==> src/rtl/axi_stream_writer.sv <==
// axi_stream_writer
// Converts a 32-bit valid/ready stream into AXI4 INCR write bursts.
// A command (start byte address, word count) is split into bursts of at most
// G_MAX_BURST beats; only one burst is ever outstanding (AW -> W -> B).
//
// Ports:
//   s_aclk, s_areset     clock, asynchronous active-high reset
//   cmd_*                command handshake (accepted only while idle)
//   s_t*                 input stream (passed straight through to W)
//   m_axi_aw*/w*/b*      AXI4 write master channels
//   done, error          one-cycle completion pulse, error valid with done
//
// Build option:
//   AXI_STREAM_WRITER_4K_EN  when defined, bursts are also clipped so none
//                            crosses a 4 KB address boundary.
module axi_stream_writer #(
  parameter int          G_ID_WIDTH  = 1,
  parameter int unsigned G_AWID      = 0,
  parameter int          G_MAX_BURST = 16
) (
  input  logic                  s_aclk,
  input  logic                  s_areset,
  input  logic                  cmd_valid,
  output logic                  cmd_ready,
  input  logic [31:0]           cmd_addr,
  input  logic [15:0]           cmd_words,
  input  logic [31:0]           s_tdata,
  input  logic                  s_tvalid,
  output logic                  s_tready,
  output logic [G_ID_WIDTH-1:0] m_axi_awid,
  output logic [31:0]           m_axi_awaddr,
  output logic [7:0]            m_axi_awlen,
  output logic [2:0]            m_axi_awsize,
  output logic [1:0]            m_axi_awburst,
  output logic                  m_axi_awvalid,
  input  logic                  m_axi_awready,
  output logic [31:0]           m_axi_wdata,
  output logic [3:0]            m_axi_wstrb,
  output logic                  m_axi_wlast,
  output logic                  m_axi_wvalid,
  input  logic                  m_axi_wready,
  input  logic [G_ID_WIDTH-1:0] m_axi_bid,
  input  logic [1:0]            m_axi_bresp,
  input  logic                  m_axi_bvalid,
  output logic                  m_axi_bready,
  output logic                  done,
  output logic                  error
);

  typedef enum logic [1:0] {S_IDLE, S_AW, S_W, S_B} state_t;

  state_t      state_q, state_d;
  logic [31:0] addr_q, addr_d;
  logic [15:0] rem_q, rem_d;
  logic [8:0]  beats_q, beats_d;   // size of the current burst, 1..256
  logic [8:0]  cnt_q, cnt_d;       // beats still to send in this burst
  logic [7:0]  len_q, len_d;
  logic        sticky_q, sticky_d;
  logic        done_q, done_d;
  logic        err_q, err_d;
  logic        awvalid_q, awvalid_d;
  logic        bready_q, bready_d;
  logic        wlast_q, wlast_d;

  logic [31:0] cmd_addr_al;
  logic [31:0] nxt_addr;
  logic        bresp_err;
  logic        unused_ok;

  // Burst length for a burst starting at a with rem words left (rem >= 1).
  function automatic logic [8:0] calc_beats(input logic [31:0] a,
                                            input logic [15:0] rem);
    logic [16:0] b;
    b = {1'b0, rem};
    if (b > 17'(G_MAX_BURST)) b = 17'(G_MAX_BURST);
`ifdef AXI_STREAM_WRITER_4K_EN
    // Words left before the next 4 KB boundary: 1..1024.
    if (b > (17'd1024 - 17'(a[11:2]))) b = 17'd1024 - 17'(a[11:2]);
`else
    if (a[1]) b = b;  // address only matters for the 4 KB clip
`endif
    return b[8:0];
  endfunction

  assign cmd_addr_al = {cmd_addr[31:2], 2'b00};
  assign nxt_addr    = addr_q + {21'd0, beats_q, 2'b00};
  assign bresp_err   = (m_axi_bresp != 2'b00);
  assign unused_ok   = ^{m_axi_bid, cmd_addr[1:0]};

  always_comb begin
    state_d  = state_q;
    addr_d   = addr_q;
    rem_d    = rem_q;
    beats_d  = beats_q;
    cnt_d    = cnt_q;
    len_d    = len_q;
    sticky_d = sticky_q;
    done_d   = 1'b0;
    err_d    = 1'b0;
    case (state_q)
      S_IDLE: if (cmd_valid) begin
        addr_d   = cmd_addr_al;
        rem_d    = cmd_words;
        sticky_d = 1'b0;
        if (cmd_words == 16'd0) begin
          done_d = 1'b1;
        end else begin
          beats_d = calc_beats(cmd_addr_al, cmd_words);
          cnt_d   = beats_d;
          len_d   = 8'(beats_d - 9'd1);
          state_d = S_AW;
        end
      end
      S_AW: if (m_axi_awready) state_d = S_W;
      S_W: if (s_tvalid && m_axi_wready) begin
        cnt_d = cnt_q - 9'd1;
        rem_d = rem_q - 16'd1;
        if (cnt_q == 9'd1) state_d = S_B;
      end
      S_B: if (m_axi_bvalid) begin
        sticky_d = sticky_q | bresp_err;
        if (rem_q != 16'd0) begin
          addr_d  = nxt_addr;
          beats_d = calc_beats(nxt_addr, rem_q);
          cnt_d   = beats_d;
          len_d   = 8'(beats_d - 9'd1);
          state_d = S_AW;
        end else begin
          done_d  = 1'b1;
          err_d   = sticky_q | bresp_err;
          state_d = S_IDLE;
        end
      end
      default: state_d = S_IDLE;
    endcase
    awvalid_d = (state_d == S_AW);
    bready_d  = (state_d == S_B);
    // wlast is registered: look ahead at the count the next cycle will hold.
    wlast_d   = (state_d == S_W) && (cnt_d == 9'd1);
  end

  always_ff @(posedge s_aclk or posedge s_areset) begin
    if (s_areset) begin
      state_q   <= S_IDLE;
      addr_q    <= '0;
      rem_q     <= '0;
      beats_q   <= '0;
      cnt_q     <= '0;
      len_q     <= '0;
      sticky_q  <= 1'b0;
      done_q    <= 1'b0;
      err_q     <= 1'b0;
      awvalid_q <= 1'b0;
      bready_q  <= 1'b0;
      wlast_q   <= 1'b0;
    end else begin
      state_q   <= state_d;
      addr_q    <= addr_d;
      rem_q     <= rem_d;
      beats_q   <= beats_d;
      cnt_q     <= cnt_d;
      len_q     <= len_d;
      sticky_q  <= sticky_d;
      done_q    <= done_d;
      err_q     <= err_d;
      awvalid_q <= awvalid_d;
      bready_q  <= bready_d;
      wlast_q   <= wlast_d;
    end
  end

  // cmd_ready is forced low while reset is held so nothing is accepted then.
  assign cmd_ready     = (state_q == S_IDLE) && !s_areset;
  assign s_tready      = (state_q == S_W) && m_axi_wready;
  assign m_axi_wvalid  = (state_q == S_W) && s_tvalid;
  assign m_axi_wdata   = s_tdata;
  assign m_axi_wstrb   = 4'hF;
  assign m_axi_wlast   = wlast_q;
  assign m_axi_awid    = G_ID_WIDTH'(G_AWID);
  assign m_axi_awaddr  = addr_q;
  assign m_axi_awlen   = len_q;
  assign m_axi_awsize  = 3'b010;
  assign m_axi_awburst = 2'b01;
  assign m_axi_awvalid = awvalid_q;
  assign m_axi_bready  = bready_q;
  assign done          = done_q;
  assign error         = err_q;

endmodule

==> config.mk <==
export PLATFORM = sky130hd
export DESIGN_NAME = axi_stream_writer
export DESIGN_NICKNAME = d
export VERILOG_FILES = /design/src/rtl/axi_stream_writer.sv
export SDC_FILE = /design/constraint.sdc
export NUM_CORES = 1
export LEC_CHECK = 0
export BUFFER_PORTS_ARGS = -buffer_cell sky130_fd_sc_hd__buf_2
export CAP_MARGIN = 10
export CORE_MARGIN = 2
export CORE_UTILIZATION = 37
export CTS_CLUSTER_DIAMETER = 30
export DETAILED_ROUTE_END_ITERATION = 8
export GPL_TIMING_DRIVEN = 1
export SLEW_MARGIN = 20
export SYNTH_ARGS = -nofsm -noshare
export SYNTH_HDL_FRONTEND = slang
export SYNTH_SLANG_ARGS = --single-unit
==> constraint.sdc <==
create_clock -name s_aclk -period 5.9 [get_ports s_aclk]
set_clock_uncertainty 0.05 [all_clocks]
set_input_delay 0.295 -clock s_aclk [delete_from_list [all_inputs] [get_ports s_aclk]]
set_output_delay 0.295 -clock s_aclk [all_outputs]
set_load 0.005 [all_outputs]
==> results by group, run 1 <==
Run status
  • Result of the run: finished, final reports clean

Yosys
  • Synthesis-stage register bit count: 80
  • Yosys top cell by area: sky130_fd_sc_hd__dfrtp_1
  • Top FF cell, synth: sky130_fd_sc_hd__dfrtp_1
  • Cell area after synthesis: between 5000 and 6000 um^2
  • Number of standard cells after synthesis: 668
  • Post-synthesis async set-or-reset flop share: 100%
  • Synth Warn #: 0
  • Post-synth top area share: 36.1%
  • Number of enable-type register cells in the synthesized netlist: 0
  • Part of the Yosys area used for sequential elements: 36.1%
  • Count of unique library cells instantiated by Yosys: 69
  • Average instance area after synthesis: roughly 8.3 um^2
  • Area contributors post-synth: sky130_fd_sc_hd__dfrtp_1 36%, sky130_fd_sc_hd__buf_4 6.0%, sky130_fd_sc_hd__nand2_1 4.7%, sky130_fd_sc_hd__ha_1 4.1%, sky130_fd_sc_hd__a21oi_1 3.9%

Routing
  • Number of nets with antenna violations after routing: 0
  • Total wire length after detailed routing: 15.1 mm
  • Starting DRT DRC Count: about 380
  • Vias: ~5.3k
  • Total iterations of the first detailed-routing run: 5
  • Wire length per cell: between 15 and 20 um
  • Per-cell via count in the routed design: 5.82
  • DRC violations left: 0

Clock network
  • Number of gates given a new drive strength after cts: 0
  • Htree depth: 3
  • CTS Hold Bufs: 0
  • Maximum root-to-sink buffer count: 2
  • TritonCTS clock tree: done
  • Clock insertion delay at the later pin of the skew report: 0.35 ns
  • Cts bufs inserted: 9
  • Clk pin slew, worst setup/hold paths: about 0.06 ns
  • Number of sinks on the clock net: 80
  • Clock root buffer: sky130_fd_sc_hd__clkbuf_16
  • Number of post-CTS setup repair buffers: 0

Power and ir drop
  • Overall power: 2.74 mW
  • Worst voltage drop across the vdd grid: 0.000145 V
  • Combinational fraction of design power: 44.9%
  • Power share of the clock group: 18.8%
  • Int Pwr: approximately 1.6 mW
  • Switching power total: 1.17 mW
  • Power Density: approximately 440 nW/um^2
  • Register share of total power: 36.3%
  • Switching fraction of total power: between 40% and 50%
  • Leakage power of the design: 2.78 nW

Global routing
  • Vias in the first global route: 4793
  • Total global routing overflow: 0
  • Global routing met1 resource utilization: between 20 and 30%
  • Wire length of the first global-routing pass: 24.4 mm
  • Met2 global-route usage: 29.2%
  • Met3 track demand over resource: 5.10%
  • Overall track demand over capacity in global routing: 18.7%
  • Busiest metal layer after global routing: met2
  • Maximum number of pins on one net before global-route repair: between 80 and 90
  • Antenna violations before repair: 0

Floorplanning
  • Boundary pin count: 180
  • Number of rows in the core area: 44
  • Core Footprint: 14600 um^2
  • Full die area: about 16000 um^2
  • Initial standard-cell utilization of the core: 38.0%
  • Die boundary height: around 130 um
  • Chip width: 126 um

Final layout
  • Core occupancy in the finished layout: 42.2%
  • Fill cell total of the finished layout: 1479
  • Most frequent cells in the layout: 100 x sky130_fd_sc_hd__buf_2, 80 x sky130_fd_sc_hd__dfrtp_1, 70 x sky130_fd_sc_hd__nand2_1, 43 x sky130_fd_sc_hd__a21oi_1, 41 x sky130_fd_sc_hd__nor2_1
  • Fraction of final layout cells with drive strength greater than 1: 18.4%
  • Final instance count without filler cells: 903
  • Most common cell after layout, fill and taps aside: sky130_fd_sc_hd__buf_2
  • Area occupied by registers: 2000 um^2
  • Area taken by multi-input logic gates: 3020 um^2
  • Antenna Diode Count: 0
  • NumNets Final: 824
  • Area delta synth->final: 11.1%

Place
  • Port buffer count: 100
  • Cell Count Post-Placement: 888
  • Half-perimeter wire length after placement: 10.9 mm
  • Last weighted congestion value of the routability-driven placer: 0.909

Worst setup path
  • Critical path endpoint category: flip-flop
  • Startpoint-to-endpoint class of the critical path: reg2reg
  • Required @ worst endpoint: just over 6 ns
  • Arrival time at the worst endpoint: approximately 4.3 ns
  • Sort of element at the start of the critical path: flip-flop
  • Highest net fanout along the worst path: 23

Timing
  • Smallest hold slack: between 0.09 and 0.1 ns
  • Final Setup Violations: 0
  • Highest achievable clock rate: about 0.24 GHz
  • Relative slew slack: roughly 33%
  • Total count of hold-check failures in the final report: 0
  • Actual slew at the worst max-slew pin: between 0.9 and 1 ns
  • Clock period minus final worst setup slack: 4.11 ns
  • Setup TNS Final: 0 ns
  • Ratio of final minimum period to clock period: between 60 and 70%
  • Count of pins over their slew limit: 0
  • Unrepaired setup endpoints after global routing: false

Worst hold path
  • Worst min-delay path class: in2async

Flow run
  • Max-capacitance violation count: 0
## metrics by stage
stage | setup slack (ns) | instance area (um^2)
2_1_floorplan | 3.18 | 5580
3_3_place_gp | 1.83 | 5890
3_5_place_dp | 1.86 | 5890
4_1_cts | 1.83 | 6160
5_1_grt | 1.46 | 6160
6_report | 1.79 | 6160
## flip-flops by register name, summed over array words and instances (netlist names)
signal and cells:
m_axi_bready 1, done 1, cnt_q 9, sticky_q 1, beats_q 9, rem_q 16
m_axi_wlast 1, m_axi_awvalid 1, m_axi_awaddr 30, m_axi_awlen 8, state_q 2, error 1
## worst max-delay path: stages (launching register included)
cell and delay, ns:
sky130_fd_sc_hd__dfrtp_1 0.42, sky130_fd_sc_hd__ha_1 0.59, sky130_fd_sc_hd__clkinv_1 0.65, sky130_fd_sc_hd__o21ai_0 0.39, sky130_fd_sc_hd__and2_1 0.75, sky130_fd_sc_hd__nand2_1 0.66
sky130_fd_sc_hd__o221a_2 0.48
## synthesized netlist by cell type (4+ instances only)
library cell / count
sky130_fd_sc_hd__nand2_1: 70
sky130_fd_sc_hd__nor3b_1: 6
sky130_fd_sc_hd__dfrtp_1: 80
sky130_fd_sc_hd__nor4_1: 8
sky130_fd_sc_hd__and2_1: 12
sky130_fd_sc_hd__nor2b_1: 11
sky130_fd_sc_hd__or3_1: 6
sky130_fd_sc_hd__o21ai_0: 40
sky130_fd_sc_hd__o31ai_1: 5
sky130_fd_sc_hd__buf_4: 44
sky130_fd_sc_hd__nand4_1: 15
sky130_fd_sc_hd__or2_2: 4
sky130_fd_sc_hd__a21o_1: 11
sky130_fd_sc_hd__or4_1: 6
sky130_fd_sc_hd__a311oi_1: 6
sky130_fd_sc_hd__o211ai_1: 8
sky130_fd_sc_hd__ha_1: 18
sky130_fd_sc_hd__nand3_1: 21
sky130_fd_sc_hd__nor2_1: 41
sky130_fd_sc_hd__xnor2_1: 6
sky130_fd_sc_hd__clkbuf_1: 31
sky130_fd_sc_hd__o21a_1: 5
sky130_fd_sc_hd__inv_1: 26
sky130_fd_sc_hd__a2bb2oi_1: 4
sky130_fd_sc_hd__nand2b_1: 4
sky130_fd_sc_hd__a211oi_1: 13
sky130_fd_sc_hd__a22o_1: 4
sky130_fd_sc_hd__and4_1: 5
sky130_fd_sc_hd__nor3_1: 21
sky130_fd_sc_hd__mux2i_1: 6
sky130_fd_sc_hd__and3_1: 11
sky130_fd_sc_hd__a31oi_1: 8
sky130_fd_sc_hd__a21oi_1: 43
sky130_fd_sc_hd__o22ai_1: 19
## cell type report
class	instances	area share [%]
Clock buffer	12	4.00
Inverter	28	1.73
Sequential cell	80	32.5
Multi-Input combinational cell	491	48.9
Timing Repair Buffer	105	8.79
Tap cell	184	3.74
Clock inverter	3	0.305
## power by group through the flow
stage	sequential (mW)	clock, mW	combinational [mW]
2_1_floorplan	0.937	0	0.910
3_3_place_gp	0.992	0	1.20
3_5_place_dp	1.00	0	1.22
4_1_cts	0.992	0.531	1.23
5_1_grt	1.03	0.554	1.39
6_report	0.995	0.516	1.23
## logic make-up after synthesis
family,after synthesis,share of synthesized area [%]
adder cells (fa/ha/maj),19,4.42
XOR/XNOR,8,1.26
buffers and inverters,107,10.3
flip-flops,80,36.1
AO/OA/AOI/OAI,195,23.1
other,2,0.135
AND/OR/NAND/NOR,250,23.4
multiplexers,7,1.29
## final timing paths
kind,start,end,slack (ns),cells after the start
hold reg to reg,sticky_q,sticky_q,0.43,2
setup reg to reg,state_q[1],m_axi_awaddr[19],1.79,6
max in group asynchronous,s_areset,cnt_q[2],5.15,3
setup / recovery,state_q[1],m_axi_awaddr[19],1.79,6
hold / removal,s_areset,m_axi_awaddr[10],0.09,3
min in group s_aclk,cmd_addr[15],m_axi_awaddr[15],0.14,3
## metal layers
| metal | up-vias | wire [um] |
|---|---|---|
| met2 | 229 | 6990 |
| met4 | 0 | 180 |
| li1 | 2486 | - |
| met5 | - | 0 |
| met1 | 2519 | 6830 |
| met3 | 20 | 1090 |
Power figures use the tool's default switching activity.
==> run 2: changes to the inputs <==
==> constraint.sdc (replaced) <==
create_clock -name s_aclk -period 3.75 [get_ports s_aclk]
set_clock_uncertainty 0.05 [all_clocks]
set_input_delay 0.1875 -clock s_aclk [delete_from_list [all_inputs] [get_ports s_aclk]]
set_output_delay 0.1875 -clock s_aclk [all_outputs]
set_load 0.005 [all_outputs]
==> run 2 against run 1 <==
  * Combinational power increased by 61%
  * Maximum frequency increased by 28%
  * Global-route usage increased by 0.65 points
  * Wire length increased by 2.7%
  * Die area unchanged
  * Total power increased by 63%
  * Clock-buffer cell count decreased by 1
  * Core utilization increased by 0.67 points
  * Clock power increased by 79%
  * Critical path depth increased by 2
  * Design area increased by 1.6%
  * Highest routed layer unchanged
==> results by group, run 2 (same netlist as run 1, synthesis figures left out) <==
Run status
  • Result of the run: finished, final reports clean

Timing
  • Unrepaired setup endpoints after global routing: false
  • Total count of hold-check failures in the final report: 0 (unchanged)
  • Final Setup Violations: 0 (unchanged)
  • Highest achievable clock rate: 0.311 GHz (+28%)
  • Clock period minus final worst setup slack: 3.21 ns (-0.901 ns)
  • Count of pins over their slew limit: 0 (unchanged)
  • Setup TNS Final: 0 ns (unchanged)
  • Ratio of final minimum period to clock period: 85.7% (+16 points)
  • Smallest hold slack: 0.0248 ns (-0.0656 ns)
  • Actual slew at the worst max-slew pin: 0.907 ns (-0.0878 ns)
  • Relative slew slack: 39.5% (+6.0 points)

Worst setup path
  • Startpoint-to-endpoint class of the critical path: reg2reg
  • Required @ worst endpoint: 3.93 ns (-2.15 ns)
  • Arrival time at the worst endpoint: 3.39 ns (-0.91 ns)
  • Critical path endpoint category: flip-flop
  • Worst r2r path cells: 8 (+2)
  • Sort of element at the start of the critical path: flip-flop
  • Highest net fanout along the worst path: 19 (-17%)

Flow run
  • Max-capacitance violation count: 0 (unchanged)

Power and ir drop
  • Leakage power of the design: 2.84 nW (+2.2%)
  • Worst voltage drop across the vdd grid: 0.000266 V (+83%)
  • Combinational fraction of design power: 44.2% (-0.7 points)
  • Overall power: 4.47 mW (+63%)
  • Switching power total: 1.85 mW (+59%)
  • Register share of total power: 35.1% (-1.2 points)
  • Power Density: 714 nW/um^2 (+61%)
  • Switching fraction of total power: 41.5% (-1.1 points)
  • Int Pwr: 2.62 mW (+66%)
  • Power share of the clock group: 20.7% (+1.9 points)

Final layout
  • Final instance count without filler cells: 912 (+1.0%)
  • Most common cell after layout, fill and taps aside: sky130_fd_sc_hd__buf_2
  • NumNets Final: 833 (+1.1%)
  • Area occupied by registers: 2000 um^2 (unchanged)
  • Fraction of final layout cells with drive strength greater than 1: 19.1% (+0.73 points)
  • Core occupancy in the finished layout: 42.9% (+0.67 points)
  • Fill cell total of the finished layout: 1476 (-0.20%)
  • Antenna Diode Count: 0 (unchanged)
  • Area taken by multi-input logic gates: 3010 um^2 (-0.21%)
  • Area delta synth->final: 12.9%
  • Most frequent cells in the layout: 100 x sky130_fd_sc_hd__buf_2, 80 x sky130_fd_sc_hd__dfrtp_1, 70 x sky130_fd_sc_hd__nand2_1, 43 x sky130_fd_sc_hd__a21oi_1, 41 x sky130_fd_sc_hd__nor2_1
  • Number of flip-flops in the largest register: 30 (unchanged)

Clock network
  • Maximum root-to-sink buffer count: 2 (unchanged)
  • Clock insertion delay at the later pin of the skew report: 0.34 ns (about the same)
  • Clock root buffer: sky130_fd_sc_hd__clkbuf_16
  • Cts bufs inserted: 9 (unchanged)
  • TritonCTS clock tree: done
  • Htree depth: 3 (unchanged)
  • Number of post-CTS setup repair buffers: 0 (unchanged)
  • Number of sinks on the clock net: 80 (unchanged)
  • Clk pin slew, worst setup/hold paths: 0.06 ns (about the same)

Global routing
  • Overall track demand over capacity in global routing: 19.4% (+0.65 points)
  • Antenna violations before repair: 0 (unchanged)
  • Total global routing overflow: 0 (unchanged)
  • Wire length of the first global-routing pass: 25.3 mm (+3.7%)
  • Vias in the first global route: 5033 (+5.0%)
  • Maximum number of pins on one net before global-route repair: 51 (-37%)

Routing
  • Total iterations of the first detailed-routing run: 5 (unchanged)
  • DRC violations left: 0 (unchanged)
  • Total wire length after detailed routing: 15.5 mm (+2.7%)
  • Wire length per cell: 17.0 um (+1.7%)
  • Number of nets with antenna violations after routing: 0 (unchanged)
  • Vias: 5234 (-0.38%)
  • Starting DRT DRC Count: 413 (+10%)
  • Per-cell via count in the routed design: 5.74 (-1.4%)

Floorplanning
  • Number of rows in the core area: 44 (unchanged)
  • Chip width: 126 um (unchanged)
  • Boundary pin count: 180 (unchanged)
  • Initial standard-cell utilization of the core: 38.0% (unchanged)
  • Core Footprint: 14600 um^2 (unchanged)
  • Full die area: 16000 um^2 (unchanged)
  • Die boundary height: 126 um (unchanged)

Worst hold path
  • Hold-critical path depth: 3
  • Worst min-delay path class: in2reg

Place
  • Cell Count Post-Placement: 896 (+0.90%)
  • Last weighted congestion value of the routability-driven placer: 0.867 (-4.6%)
  • Half-perimeter wire length after placement: 11.4 mm (+4.4%)
  • Port buffer count: 100 (unchanged)
## run 2: cell types whose count changed in the layout (fill, tap and decap cells not counted), sizes merged
cell / previous run / this run
dlygate4sd3: 0 / 1
buf: 105 / 113
clkbuf: 12 / 11
bufinv: 0 / 2
clkinv: 6 / 5
## run 2: through the flow
stage / instance area, um^2 / setup slack, ns
floorplan: 5580 / 1.06
global placement: 5950 / 0.585
detailed placement: 5950 / 0.546
CTS: 6260 / 0.531
global route: 6260 / 0.311
finish: 6260 / 0.538
## run 2: layer usage
layer | track usage (%) | vias to the layer above | part of all wire, %
met2 | 31.1 | 208 | 46
met3 | 5.31 | 24 | 7.1
met1 | 25.8 | 2493 | 45
met4 | 5.11 | 0 | 1.5
met5 | 0 | - | 0
li1 | - | 2509 | -
## run 2: timing repair
action | CTS | global route
hold endpoints to repair | 11 | 0
resized for setup | 0 | 0
hold buffers | 1 | 0
## run 2: area by class of cell
| type | instances | share of cell area [%] |
|---|---|---|
| timing repair buffer | 114 | 9.72 |
| clock buffer | 11 | 3.72 |
| tap | 184 | 3.68 |
| multi-input combinational | 491 | 48.1 |
| sequential | 80 | 32.0 |
| clock inverter | 4 | 1.12 |
| inverter | 28 | 1.70 |
## run 2: path summary, 6_finish.rpt
| path | start | slack, ns | to |
|---|---|---|---|
| setup / recovery | state_q[1] | 0.54 | m_axi_awaddr[17] |
| max in group asynchronous | s_areset | 2.19 | rem_q[2] |
| setup reg to reg | state_q[1] | 0.54 | m_axi_awaddr[17] |
| min in group asynchronous | s_areset | 0.52 | m_axi_awaddr[27] |
| hold reg to reg | sticky_q | 0.43 | sticky_q |
| hold / removal | cmd_addr[15] | 0.02 | m_axi_awaddr[15] |
## run 2: worst max-delay path, cell delays in order, from the launching register on
cell and delay, ns:
sky130_fd_sc_hd__dfrtp_1 0.43, sky130_fd_sc_hd__ha_1 0.24, sky130_fd_sc_hd__buf_4 0.19, sky130_fd_sc_hd__nor2b_1 0.14, sky130_fd_sc_hd__and4_1 0.24, sky130_fd_sc_hd__a21oi_1 0.31
sky130_fd_sc_hd__and2_1 0.48, sky130_fd_sc_hd__nand2_1 0.55, sky130_fd_sc_hd__o221a_2 0.47
## run 2: power by group through the flow
stage                     combinational [mW]  clock [mW]  sequential [mW]
after floorplan                         1.43           0             1.47
after global placement                  1.91           0             1.56
after detailed placement                1.96           0             1.58
after CTS                               1.98       0.953             1.56
after global routing                    2.21       0.996             1.63
final                                   1.98       0.926             1.57
